$ cat src/rtl/mem_stage_pkg.sv
// Shared types and constants for the memory-access stage: load-mask encodings,
// FSM state encoding and the exception flag bundle carried from EX to WB.
package mem_stage_pkg;

   localparam int XLEN_DEF          = 32;
   localparam int RF_ADDR_WIDTH_DEF = 5;

   localparam int L_LB  = 0;
   localparam int L_LBU = 1;
   localparam int L_LH  = 2;
   localparam int L_LHU = 3;
   localparam int L_LW  = 4;

   localparam logic [4:0] LM_LB  = 5'(1 << L_LB);
   localparam logic [4:0] LM_LBU = 5'(1 << L_LBU);
   localparam logic [4:0] LM_LH  = 5'(1 << L_LH);
   localparam logic [4:0] LM_LHU = 5'(1 << L_LHU);
   localparam logic [4:0] LM_LW  = 5'(1 << L_LW);

   typedef enum logic [1:0] {
      ST_IDLE  = 2'd0,
      ST_WAIT  = 2'd1,
      ST_HOLD  = 2'd2,
      ST_DRAIN = 2'd3
   } mem_state_e;

   typedef struct packed {
      logic exp_flag;
      logic int_flag;
      logic inst_addr_misal;
      logic illg_inst;
      logic ecall_inst;
      logic ebreak_inst;
   } ex_flags_t;

   // Halfword loads need an even address, word loads a word-aligned one.
   function automatic logic load_misal(input logic [4:0] l_mask, input logic [1:0] addr_2low);
      return ((l_mask[L_LH] | l_mask[L_LHU]) & addr_2low[0]) |
             (l_mask[L_LW] & (addr_2low != 2'b00));
   endfunction

endpackage

$ cat src/rtl/mem_stage_if.sv
// Data-memory read bus between the MEM stage (master) and the memory (slave).
interface mem_stage_if
   import mem_stage_pkg::*;
#(
   parameter int XLEN = XLEN_DEF
);
   logic            dmem_req_valid;
   logic            dmem_req_ready;
   logic [XLEN-1:0] dmem_addr;
   logic            dmem_rsp_valid;
   logic [XLEN-1:0] dmem_rsp_rdata;

   modport master (
      output dmem_req_valid,
      output dmem_addr,
      input  dmem_req_ready,
      input  dmem_rsp_valid,
      input  dmem_rsp_rdata
   );

   modport slave (
      input  dmem_req_valid,
      input  dmem_addr,
      output dmem_req_ready,
      output dmem_rsp_valid,
      output dmem_rsp_rdata
   );
endinterface

$ cat src/rtl/mem_stage_load_align.sv
// Combinational load alignment: picks the addressed byte/halfword out of the
// read word and sign- or zero-extends it according to the one-hot load mask.
module mem_stage_load_align
   import mem_stage_pkg::*;
#(
   parameter int XLEN = XLEN_DEF
)(
   input  logic [XLEN-1:0] rdata,
   input  logic [1:0]      addr_2low,
   input  logic [4:0]      l_mask,
   output logic [XLEN-1:0] wdata
);

   logic [7:0]  lane [XLEN/8];
   logic [7:0]  byte_sel;
   logic [15:0] half_sel;

   for (genvar gi = 0; gi < XLEN/8; gi++) begin : g_lane
      assign lane[gi] = rdata[8*gi +: 8];
   end

   assign byte_sel = lane[addr_2low];
   assign half_sel = {lane[{addr_2low[1], 1'b1}], lane[{addr_2low[1], 1'b0}]};

   // Anything other than exactly one mask bit yields zero.
   always_comb begin
      wdata = '0;
      case (l_mask)
         LM_LB:   wdata = {{(XLEN-8){byte_sel[7]}}, byte_sel};
         LM_LBU:  wdata = {{(XLEN-8){1'b0}}, byte_sel};
         LM_LH:   wdata = {{(XLEN-16){half_sel[15]}}, half_sel};
         LM_LHU:  wdata = {{(XLEN-16){1'b0}}, half_sel};
         LM_LW:   wdata = rdata;
         default: wdata = '0;
      endcase
   end

endmodule

$ cat src/rtl/mem_stage.sv
// Memory-access pipeline stage: EX->MEM and MEM->WB valid/allowin handshakes,
// load request/response sequencing on the data bus, and registered WB outputs.
module mem_stage
   import mem_stage_pkg::*;
#(
   parameter int XLEN          = XLEN_DEF,
   parameter int RF_ADDR_WIDTH = RF_ADDR_WIDTH_DEF
)(
   input  logic                     clk,
   input  logic                     rst_n,
   input  logic                     ex_mem_valid,
   output logic                     mem_allowin,
   input  logic                     mem_flush,
   input  logic [XLEN-1:0]          mem_pc,
   input  logic [XLEN-1:0]          mem_inst,
   input  logic                     mem_req_rf,
   input  logic [RF_ADDR_WIDTH-1:0] mem_rf_waddr,
   input  logic [XLEN-1:0]          mem_alu_res,
   input  logic                     mem_is_load,
   input  logic [1:0]               mem_ls_addr_2low,
   input  logic [4:0]               mem_l_mask,
   input  logic                     ex2mem_exp_flag,
   input  logic                     ex2mem_int_flag,
   input  logic                     ex2mem_inst_addr_misal,
   input  logic                     ex2mem_illg_inst,
   input  logic                     ex2mem_ecall_inst,
   input  logic                     ex2mem_ebreak_inst,
   mem_stage_if.master              dmem,
   input  logic                     wb_allowin,
   output logic                     mem_wb_valid,
   output logic [XLEN-1:0]          wb_pc,
   output logic [XLEN-1:0]          wb_inst,
   output logic                     wb_req_rf,
   output logic [RF_ADDR_WIDTH-1:0] wb_rf_waddr,
   output logic [XLEN-1:0]          wb_rf_wdata,
   output logic                     mem2wb_exp_flag,
   output logic                     mem2wb_int_flag,
   output logic                     mem2wb_inst_addr_misal,
   output logic                     mem2wb_illg_inst,
   output logic                     mem2wb_ecall_inst,
   output logic                     mem2wb_ebreak_inst,
   output logic                     mem2wb_load_addr_misal
);

   mem_state_e state_reg, state_next;
   logic       mem_valid_reg;
   logic       ready_go;
   logic       req_valid;
   logic       capture;
   logic       misal;
   logic       load_ok;
   logic       fire_wb;
   ex_flags_t  ex_flags;

   logic [XLEN-1:0] align_wdata;
   logic [XLEN-1:0] result;
   logic [XLEN-1:0] hold_data_reg;

   logic [XLEN-1:0]          wb_pc_reg;
   logic [XLEN-1:0]          wb_inst_reg;
   logic                     wb_req_rf_reg;
   logic [RF_ADDR_WIDTH-1:0] wb_rf_waddr_reg;
   logic [XLEN-1:0]          wb_rf_wdata_reg;
   ex_flags_t                wb_flags_reg;
   logic                     wb_misal_reg;

   assign ex_flags = '{
      exp_flag:        ex2mem_exp_flag,
      int_flag:        ex2mem_int_flag,
      inst_addr_misal: ex2mem_inst_addr_misal,
      illg_inst:       ex2mem_illg_inst,
      ecall_inst:      ex2mem_ecall_inst,
      ebreak_inst:     ex2mem_ebreak_inst
   };

   assign misal   = mem_is_load & load_misal(mem_l_mask, mem_ls_addr_2low);
   assign load_ok = mem_valid_reg & mem_is_load & ~misal &
                    ~ex_flags.exp_flag & ~ex_flags.int_flag & ~ex_flags.illg_inst;

   mem_stage_load_align #(
      .XLEN (XLEN)
   ) u_load_align (
      .rdata     (dmem.dmem_rsp_rdata),
      .addr_2low (mem_ls_addr_2low),
      .l_mask    (mem_l_mask),
      .wdata     (align_wdata)
   );

   always_ff @(posedge clk) begin
      if (rst_n) begin
         state_reg <= ST_IDLE;
      end else begin
         state_reg <= state_next;
      end
   end

   // A flush while waiting must still swallow the outstanding response (DRAIN).
   always_comb begin
      state_next = state_reg;
      ready_go   = 1'b0;
      req_valid  = 1'b0;
      capture    = 1'b0;
      case (state_reg)
         ST_IDLE: begin
            req_valid = load_ok;
            ready_go  = ~load_ok;
            if (load_ok && dmem.dmem_req_ready && !mem_flush) begin
               state_next = ST_WAIT;
            end
         end
         ST_WAIT: begin
            ready_go = dmem.dmem_rsp_valid;
            if (mem_flush) begin
               state_next = dmem.dmem_rsp_valid ? ST_IDLE : ST_DRAIN;
            end else if (dmem.dmem_rsp_valid) begin
               state_next = wb_allowin ? ST_IDLE : ST_HOLD;
               capture    = ~wb_allowin;
            end
         end
         ST_HOLD: begin
            ready_go = 1'b1;
            if (wb_allowin || mem_flush) begin
               state_next = ST_IDLE;
            end
         end
         ST_DRAIN: begin
            if (dmem.dmem_rsp_valid) begin
               state_next = ST_IDLE;
            end
         end
         default: state_next = ST_IDLE;
      endcase
   end

   assign dmem.dmem_req_valid = req_valid;
   assign dmem.dmem_addr      = {mem_alu_res[XLEN-1:2], 2'b00};

   assign mem_allowin  = (state_reg != ST_DRAIN) & (~mem_valid_reg | (ready_go & wb_allowin));
   assign mem_wb_valid = mem_valid_reg & ready_go & ~mem_flush;
   assign fire_wb      = mem_wb_valid & wb_allowin;

   always_comb begin
      result = mem_alu_res;
      case (state_reg)
         ST_WAIT: result = align_wdata;
         ST_HOLD: result = hold_data_reg;
         default: result = mem_alu_res;
      endcase
   end

   always_ff @(posedge clk) begin
      if (rst_n) begin
         mem_valid_reg <= 1'b0;
      end else if (mem_flush) begin
         mem_valid_reg <= 1'b0;
      end else if (mem_allowin) begin
         mem_valid_reg <= ex_mem_valid;
      end
   end

   always_ff @(posedge clk) begin
      if (rst_n) begin
         hold_data_reg <= '0;
      end else if (capture) begin
         hold_data_reg <= align_wdata;
      end
   end

   always_ff @(posedge clk) begin
      if (rst_n) begin
         wb_pc_reg       <= '0;
         wb_inst_reg     <= '0;
         wb_req_rf_reg   <= 1'b0;
         wb_rf_waddr_reg <= '0;
         wb_rf_wdata_reg <= '0;
         wb_flags_reg    <= '0;
         wb_misal_reg    <= 1'b0;
      end else if (fire_wb) begin
         wb_pc_reg       <= mem_pc;
         wb_inst_reg     <= mem_inst;
         wb_req_rf_reg   <= mem_req_rf;
         wb_rf_waddr_reg <= mem_rf_waddr;
         wb_rf_wdata_reg <= result;
         wb_flags_reg    <= ex_flags;
         wb_misal_reg    <= misal;
      end
   end

   assign wb_pc                  = wb_pc_reg;
   assign wb_inst                = wb_inst_reg;
   assign wb_req_rf              = wb_req_rf_reg;
   assign wb_rf_waddr            = wb_rf_waddr_reg;
   assign wb_rf_wdata            = wb_rf_wdata_reg;
   assign mem2wb_exp_flag        = wb_flags_reg.exp_flag;
   assign mem2wb_int_flag        = wb_flags_reg.int_flag;
   assign mem2wb_inst_addr_misal = wb_flags_reg.inst_addr_misal;
   assign mem2wb_illg_inst       = wb_flags_reg.illg_inst;
   assign mem2wb_ecall_inst      = wb_flags_reg.ecall_inst;
   assign mem2wb_ebreak_inst     = wb_flags_reg.ebreak_inst;
   assign mem2wb_load_addr_misal = wb_misal_reg;

endmodule
$ cat src/flat_wrapper.sv
// flat-port wrapper written by rule: the top's interface ports become plain ports
module mem_stage_flat import mem_stage_pkg::*;
#(
   parameter int XLEN          = XLEN_DEF,
   parameter int RF_ADDR_WIDTH = RF_ADDR_WIDTH_DEF
)
  (clk, rst_n, ex_mem_valid, mem_allowin, mem_flush, mem_pc, mem_inst, mem_req_rf, mem_rf_waddr, mem_alu_res, mem_is_load, mem_ls_addr_2low, mem_l_mask, ex2mem_exp_flag, ex2mem_int_flag, ex2mem_inst_addr_misal, ex2mem_illg_inst, ex2mem_ecall_inst, ex2mem_ebreak_inst, wb_allowin, mem_wb_valid, wb_pc, wb_inst, wb_req_rf, wb_rf_waddr, wb_rf_wdata, mem2wb_exp_flag, mem2wb_int_flag, mem2wb_inst_addr_misal, mem2wb_illg_inst, mem2wb_ecall_inst, mem2wb_ebreak_inst, mem2wb_load_addr_misal, dmem_dmem_req_valid, dmem_dmem_addr, dmem_dmem_req_ready, dmem_dmem_rsp_valid, dmem_dmem_rsp_rdata);
  mem_stage_if #(.XLEN(XLEN)) dmem_i ();
  input  logic clk;
  input  logic rst_n;
  input  logic ex_mem_valid;
  output logic mem_allowin;
  input  logic mem_flush;
  input  logic [XLEN-1:0] mem_pc;
  input  logic [XLEN-1:0] mem_inst;
  input  logic mem_req_rf;
  input  logic [RF_ADDR_WIDTH-1:0] mem_rf_waddr;
  input  logic [XLEN-1:0] mem_alu_res;
  input  logic mem_is_load;
  input  logic [1:0] mem_ls_addr_2low;
  input  logic [4:0] mem_l_mask;
  input  logic ex2mem_exp_flag;
  input  logic ex2mem_int_flag;
  input  logic ex2mem_inst_addr_misal;
  input  logic ex2mem_illg_inst;
  input  logic ex2mem_ecall_inst;
  input  logic ex2mem_ebreak_inst;
  input  logic wb_allowin;
  output logic mem_wb_valid;
  output logic [XLEN-1:0] wb_pc;
  output logic [XLEN-1:0] wb_inst;
  output logic wb_req_rf;
  output logic [RF_ADDR_WIDTH-1:0] wb_rf_waddr;
  output logic [XLEN-1:0] wb_rf_wdata;
  output logic mem2wb_exp_flag;
  output logic mem2wb_int_flag;
  output logic mem2wb_inst_addr_misal;
  output logic mem2wb_illg_inst;
  output logic mem2wb_ecall_inst;
  output logic mem2wb_ebreak_inst;
  output logic mem2wb_load_addr_misal;
  output wire logic [$bits(dmem_i.dmem_req_valid)-1:0] dmem_dmem_req_valid;
  output wire logic [$bits(dmem_i.dmem_addr)-1:0] dmem_dmem_addr;
  input wire logic [$bits(dmem_i.dmem_req_ready)-1:0] dmem_dmem_req_ready;
  input wire logic [$bits(dmem_i.dmem_rsp_valid)-1:0] dmem_dmem_rsp_valid;
  input wire logic [$bits(dmem_i.dmem_rsp_rdata)-1:0] dmem_dmem_rsp_rdata;
  assign dmem_dmem_req_valid = dmem_i.dmem_req_valid;
  assign dmem_dmem_addr = dmem_i.dmem_addr;
  assign dmem_i.dmem_req_ready = dmem_dmem_req_ready;
  assign dmem_i.dmem_rsp_valid = dmem_dmem_rsp_valid;
  assign dmem_i.dmem_rsp_rdata = dmem_dmem_rsp_rdata;
  mem_stage #(.XLEN(XLEN), .RF_ADDR_WIDTH(RF_ADDR_WIDTH)) u_core (.clk(clk), .rst_n(rst_n), .ex_mem_valid(ex_mem_valid), .mem_allowin(mem_allowin), .mem_flush(mem_flush), .mem_pc(mem_pc), .mem_inst(mem_inst), .mem_req_rf(mem_req_rf), .mem_rf_waddr(mem_rf_waddr), .mem_alu_res(mem_alu_res), .mem_is_load(mem_is_load), .mem_ls_addr_2low(mem_ls_addr_2low), .mem_l_mask(mem_l_mask), .ex2mem_exp_flag(ex2mem_exp_flag), .ex2mem_int_flag(ex2mem_int_flag), .ex2mem_inst_addr_misal(ex2mem_inst_addr_misal), .ex2mem_illg_inst(ex2mem_illg_inst), .ex2mem_ecall_inst(ex2mem_ecall_inst), .ex2mem_ebreak_inst(ex2mem_ebreak_inst), .dmem(dmem_i), .wb_allowin(wb_allowin), .mem_wb_valid(mem_wb_valid), .wb_pc(wb_pc), .wb_inst(wb_inst), .wb_req_rf(wb_req_rf), .wb_rf_waddr(wb_rf_waddr), .wb_rf_wdata(wb_rf_wdata), .mem2wb_exp_flag(mem2wb_exp_flag), .mem2wb_int_flag(mem2wb_int_flag), .mem2wb_inst_addr_misal(mem2wb_inst_addr_misal), .mem2wb_illg_inst(mem2wb_illg_inst), .mem2wb_ecall_inst(mem2wb_ecall_inst), .mem2wb_ebreak_inst(mem2wb_ebreak_inst), .mem2wb_load_addr_misal(mem2wb_load_addr_misal));
endmodule
$ cat config.mk
export PLATFORM = sky130hd
export DESIGN_NAME = mem_stage_flat
export DESIGN_NICKNAME = d
export VERILOG_FILES = /design/src/rtl/mem_stage_pkg.sv /design/src/rtl/mem_stage_if.sv /design/src/rtl/mem_stage_load_align.sv /design/src/rtl/mem_stage.sv /design/src/flat_wrapper.sv
export SDC_FILE = /design/constraint.sdc
export NUM_CORES = 1
export LEC_CHECK = 0
export ABC_AREA = 1
export BUFFER_PORTS_ARGS = -buffer_cell sky130_fd_sc_hd__buf_2
export CORE_MARGIN = 2
export CORE_UTILIZATION = 40
export DETAILED_ROUTE_END_ITERATION = 8
export PLACE_DENSITY = 0.72
export SETUP_SLACK_MARGIN = 0.1
export SLEW_MARGIN = 20
export SYNTH_ARGS = -nofsm -noshare
export SYNTH_HDL_FRONTEND = slang
export SYNTH_SLANG_ARGS = --single-unit
$ cat constraint.sdc
create_clock -name clk -period 1.9 [get_ports clk]
set_input_delay 0.19 -clock clk [delete_from_list [all_inputs] [get_ports clk]]
set_output_delay 0.19 -clock clk [all_outputs]
set_load 0.02 [all_outputs]
# ---- Yosys cells after proc, flatten, opt, wreduce, memory -nomap -nowiden
# Index checks and enable logic that the tools add are counted.
dict set report word_totals {
  register_bits 144
  in_bits 155
}
dict set report classes {
  order_cmp 3
  eq_ne 13
  n_mux 24
  bitwise_logic 27
  reduce_logical 8
}
# op count
set op_table {}
lappend op_table {{32-bit case mux with 5 select lines} 1}
lappend op_table {{32-bit case mux with 2 select lines} 1}
lappend op_table {{8-bit binary-select mux with 2-bit select} 3}
lappend op_table {{8-bit two-way mux} 6}
lappend op_table {{2-bit two-way mux} 7}
lappend op_table {{1-bit bitwise AND} 13}
lappend op_table {{3-bit greater-or-equal comparator (second input constant)} 3}
lappend op_table {{2-bit inverter with 3-bit output} 3}
lappend op_table {{1-bit inverter} 8}
lappend op_table {{2-bit case mux with 4 select lines} 1}
lappend op_table {{5-bit by 1-bit equality test with 1-bit output (second input constant)} 1}
lappend op_table {{5-bit by 2-bit equality test with 1-bit output (second input constant)} 1}
lappend op_table {{5-bit by 3-bit equality test with 1-bit output (second input constant)} 1}
lappend op_table {{5-bit by 4-bit equality test with 1-bit output (second input constant)} 1}
lappend op_table {{5-bit equality test (second input constant)} 1}
lappend op_table {{2-bit equality test (second input constant)} 2}
lappend op_table {{1-bit two-way mux} 4}
lappend op_table {{2-bit by 1-bit != test with 1-bit output (second input constant)} 2}
lappend op_table {{2-bit != test (second input constant)} 2}
lappend op_table {{4-bit AND reduction} 1}
lappend op_table {{3-bit != test (second input constant)} 1}
lappend op_table {{1-bit OR} 3}
lappend op_table {{1-bit case mux with 3 select lines} 1}
lappend op_table {{2-bit by 1-bit equality test with 1-bit output (second input constant)} 1}
lappend op_table {{other kinds (6)} 7}

# ---- Depth between registers and ports, before layout
dict set report logic_depth {
  ltp_word 14
  depth_mapped 14
  depth_no_buf 12
}

# ---- Hierarchy
# A second synthesis with hierarchy kept.
dict set report hier_totals {
  cells_unflattened 1259
  area_unflattened_um2 7636.1
}
# module n_inst cells_per_inst area_per_inst_um2 seq_area_each_um2
set by_module_without_submodules {}
lappend by_module_without_submodules {mem_stage 1 1066 6774.0 2882.8}
lappend by_module_without_submodules {mem_stage_load_align 1 193 862.1 0.0}

# ---- Least setup slack after synthesis
# Ideal clock, no wire load.
dict set report synth_path {
  path_type {register to register}
  start {register u_core.state_reg[0]}
  end {register u_core.wb_inst_reg[0] (netlist: u_core.wb_inst[0])}
  setup_time_ps 116
  arrival_ps 1623
  required_ps 1784
  slack_ps 162
  path_stages_with_launch 13
  n_path_buf 3
  period_less_slack_ps 1738
  path_cell_list {dfxtp_1 > inv_1 > ha_1 > clkbuf_1 > a21oi_1 > nand2_2 > nand3_4 > inv_2 > nand2_4 > buf_6 > buf_6 > nor2_1 > nor2_1}
}
dict set report synth_between {
  elab_chain_cells 5
  word_cells_on_any_way 7
  classes_between {eq/ne: 2; mux: 1; bitwise: 3; reduce/logical: 1}
}
# item line_no
set synth_rtl {}
lappend synth_rtl {{start: declaration} mem_stage.sv:45} ;# mem_state_e state_reg, state_next;
lappend synth_rtl {{start signal: assignment} mem_stage.sv:93} ;# state_reg <= state_next;
lappend synth_rtl {{2-bit equality test (tied with other cells)} mem_stage.sv:103} ;# case (state_reg)
lappend synth_rtl {{1-bit case mux with 3 select lines (*)} mem_stage.sv:103}
lappend synth_rtl {{1-bit bitwise AND (*) (2 in series)} mem_stage.sv:139} ;# assign mem_wb_valid = mem_valid_reg & ready_go & ~mem_flush;
lappend synth_rtl {{via mem_wb_valid} flat_wrapper.sv:29} ;# output logic mem_wb_valid;
lappend synth_rtl {{1-bit bitwise AND (*)} mem_stage.sv:140} ;# assign fire_wb = mem_wb_valid & wb_allowin;
lappend synth_rtl {{end signal: assignment} mem_stage.sv:180} ;# wb_inst_reg <= mem_inst;
lappend synth_rtl {{end: declaration} mem_stage.sv:60} ;# logic [XLEN-1:0] wb_inst_reg;
# The timed path passes the listed nets; every way through them passes the cells marked *.
# A chain may end at the register's enable or synchronous reset.

# ---- Worst setup path after layout
dict set report layout_path {
  start {register u_core.state_reg[1]}
  end {output mem_allowin}
}
dict set report layout_between {
  elab_chain_cells 5
  word_cells_on_any_way 8
  classes_between {eq/ne: 3; mux: 1; bitwise: 3; reduce/logical: 1}
}
# item line_no
set layout_rtl {}
lappend layout_rtl {{2-bit equality test (tied with other cells)} mem_stage.sv:103}
lappend layout_rtl {{1-bit case mux with 3 select lines} mem_stage.sv:103}
lappend layout_rtl {{1-bit bitwise AND} mem_stage.sv:138} ;# assign mem_allowin = (state_reg != ST_DRAIN) & (~mem_valid_reg | (ready_go & wb_allowin));
lappend layout_rtl {{1-bit OR} mem_stage.sv:138}
lappend layout_rtl {{1-bit bitwise AND (*)} mem_stage.sv:138}
lappend layout_rtl {{end: declaration} flat_wrapper.sv:12} ;# output logic mem_allowin;
# Mark *: on every way between the ends. The rest lies on a longest branch, timed or not.

==> flow_summary_export.csv <==
group,metric,value,unit
sta,fmax,544,MHz
global_route,grt_pass1_vias,6908,
synth,post-synth-top-area-fraction,0.405,
synth,synth-seq-cells,144,
floorplanning,core.rowCount,48,
sta,skew,8.48,ps
sta,tightest_slew,554,ps
synth,ys_seq_area_frac,0.405,
route,postRouteAntennaNets,0,
layout,syn2layout_area_growth,40.9,%
global_route,grt_max_degree,65,
route,routedWlPerCell,14.1,um
global_route,grt_use_total,0.230,
route,vias,7807,
floorplanning,start_util,0.410,
sta,final-hold-violation-count,0,
clock_tree,path_clk_slew,70,ps
placed_design,dp_hpwl,15.9,mm
critical_path,r2r_cells,10,
power_and_ir_drop,ir_drop,843,uV
flow_run,maxCapViolations,0,
sta,tns,0,ps
global_route,grt_overflow,0,
clock_tree,clk_latency,420,ps
critical_path,critical_path_arrival,1650,ps
synth,synth.most_common_cell,"nor2_1",
clock_tree,cts_root_buffer,"clkbuf_16",
critical_path,required,1710,ps
route,drtIter0Drc,535,
sta,relSlewSlack,0.630,
critical_path,reg2reg_to,"u_core.wb_pc[10]",
layout,n_antenna_cell,0,
synth,ys_types,29,
status,status,"completed",
route,viasPerCell,4.81,
sta,finalCritPeriodShare,0.967,
global_route,grt_pass1_wl,34.1,mm
clock_tree,h-tree-depth,4,
min_path,min_to,"u_core.wb_inst[20]",
sta,rsz0062_at_grt,"true",
global_route,use_met1,0.286,
synth,synthTopCellsByArea,"dfxtp_1 41%, nor2_1 13%, o21ai_0 10%",
global_route,use_met2,0.404,
critical_path,r2r_start,"u_core.state_reg[1]",
critical_path,worst-setup-path-type,"flop to output pin",
sta,setup_viol,0,
floorplanning,die_h,137,um
floorplanning,die_x,137,um
synth,synthesis.instances,1069,
synth,syn_area_per_cell,6.65,um^2
floorplanning,core-area,17400,um^2
sta,drv_slew,0,
floorplanning,dieArea,18900,um^2
synth,synth_common_cells,"237 x nor2_1, 145 x o21ai_0, 144 x dfxtp_1",
min_path,hp-class,"primary input to flop",
layout,drive_gt1_frac,0.298,
synth,synth_edf_count,0,
min_path,min_path_cells,3,
placed_design,placed_cells,1520,
synth,synthArstFlopShare,0,
power_and_ir_drop,pwr_density_cell,740,nW/um^2
critical_path,r2r_slack,230,ps
floorplanning,io_pins,299,
clock_tree,cts.sinks,144,
clock_tree,cts_tree,"done",
global_route,antenna_found_initial,2,
critical_path,cp-startpoint,"u_core.state_reg[1]",
min_path,min_from,"mem_inst[20]",
synth,synth_top_cell_by_area,"dfxtp_1",
global_route,use_met3,0.0537,
critical_path,cp_max_fo,4,
route,drc_errors,0,
critical_path,endpoint_kind,"output pin",
power_and_ir_drop,p_leak,0.00529,uW
critical_path,cp-start-kind,"flop",
synth,synth_warnings,0,
placed_design,gp_congestion,0.872,
layout,nets,1546,
synth,netlist_area,7110,um^2
placed_design,io_buffers,296,
route,dr.pass1.iters,5,
sta,min_period,1840,ps
synth,synthFlopType,"dfxtp_1",
clock_tree,clock_path_buffers,2,
clock_tree,cts_buffers,17,
route,wl,22.9,mm
layout,finalNonFillerCells,1623,
global_route,top_usage_layer,"met2",
==> per-layer routing <==
layer | routed length (um) | share of wire
met1 | 9810 | 0.43
met5 | 27 | 0.0012
met2 | 11200 | 0.49
met3 | 1670 | 0.073
met4 | 253 | 0.011
==> layout make-up <==
class / instances / area, um^2
Clock inverter: 15 / 173
Clock buffer: 17 / 425
Multi-Input combinational cell: 724 / 3350
Sequential cell: 144 / 2890
Fill cell: 1648 / 7330
Tap cell: 225 / 282
Timing Repair Buffer: 395 / 2510
Inverter: 103 / 392
==> how the worst max path moves through the flow <==
stage | cells past startpoint | end
3_5_place_dp | 9 | u_core.wb_rf_wdata[13]
6_report | 9 | mem_allowin
5_1_grt | 9 | mem_allowin
4_1_cts | 9 | mem_allowin
3_3_place_gp | 9 | u_core.wb_rf_wdata[13]
2_1_floorplan | 12 | u_core.wb_inst[0]
==> logic make-up after synthesis <==
family	share of synthesized area
fa+ha+maj	0.0106
buf+inv	0.133
flops	0.405
simple gates	0.265
compound gates	0.185
other cells	0.000527
xor+xnor	0.00123
==> report_power, final <==
group | total [uW] | switching (uW) | leakage, uW | internal [uW]
logic | 902 | 502 | 0.00385 | 400
clock network | 3410 | 1440 | 0.000277 | 1970
registers | 3110 | 29.0 | 0.00117 | 3080
==> stage by stage <==
stage | power (uW) | instance area [um^2] | hold slack (ps) | setup slack [ps] | util
2_1_floorplan | 3630 | 7120 | 325 | 162 | -
3_3_place_gp | 3950 | 8650 | 410 | 147 | 0.498
3_5_place_dp | 3960 | 8650 | 417 | 91.8 | 0.498
4_1_cts | 7480 | 9990 | 0.184 | 7.68 | 0.576
5_1_grt | 7680 | 10000 | 18.2 | -35.1 | 0.577
6_report | 7420 | 10000 | 12.5 | 62.6 | 0.577
==> layout by cell type, fill, tap and decap left out, types with 2 or more instances in the layout <==
cell           count
dfxtp_4            2
buf_12             9
nand2_4            3
a211oi_1           3
nor3_1             3
clkinvlp_4         5
nand2_1          138
dlygate4sd3_1     64
nor2_1           237
conb_1             2
inv_2              4
nand4_1            2
nand3_1           30
buf_4             27
clkbuf_16         17
dfxtp_1          141
a21oi_1          107
inv_6              5
bufinv_16          2
o21ai_1            5
inv_4              2
nand2_2            2
o21ai_0          144
nand3b_1           2
inv_1             96
ha_1               3
inv_8              2
ha_4               3
buf_2            294
or2_2             33
==> timing repair <==
action	in CTS	in global routing
hold buffers	64	0
hold endpoints to repair	64	0
pin swaps	4	5
resized for setup	22	4
endpoints found under the setup margin	9	11
buffers inserted	5	2
==> worst max-delay path, stage by stage (launching register included) <==
cell     delay [ps]
dfxtp_4         390
inv_4            60
ha_4            160
a21oi_2         180
nand2_4          90
nand2_2          70
o21ai_2          50
inv_1            50
nor2_1           30
buf_4           160
No activity file was read; power rests on OpenSTA's default activity.
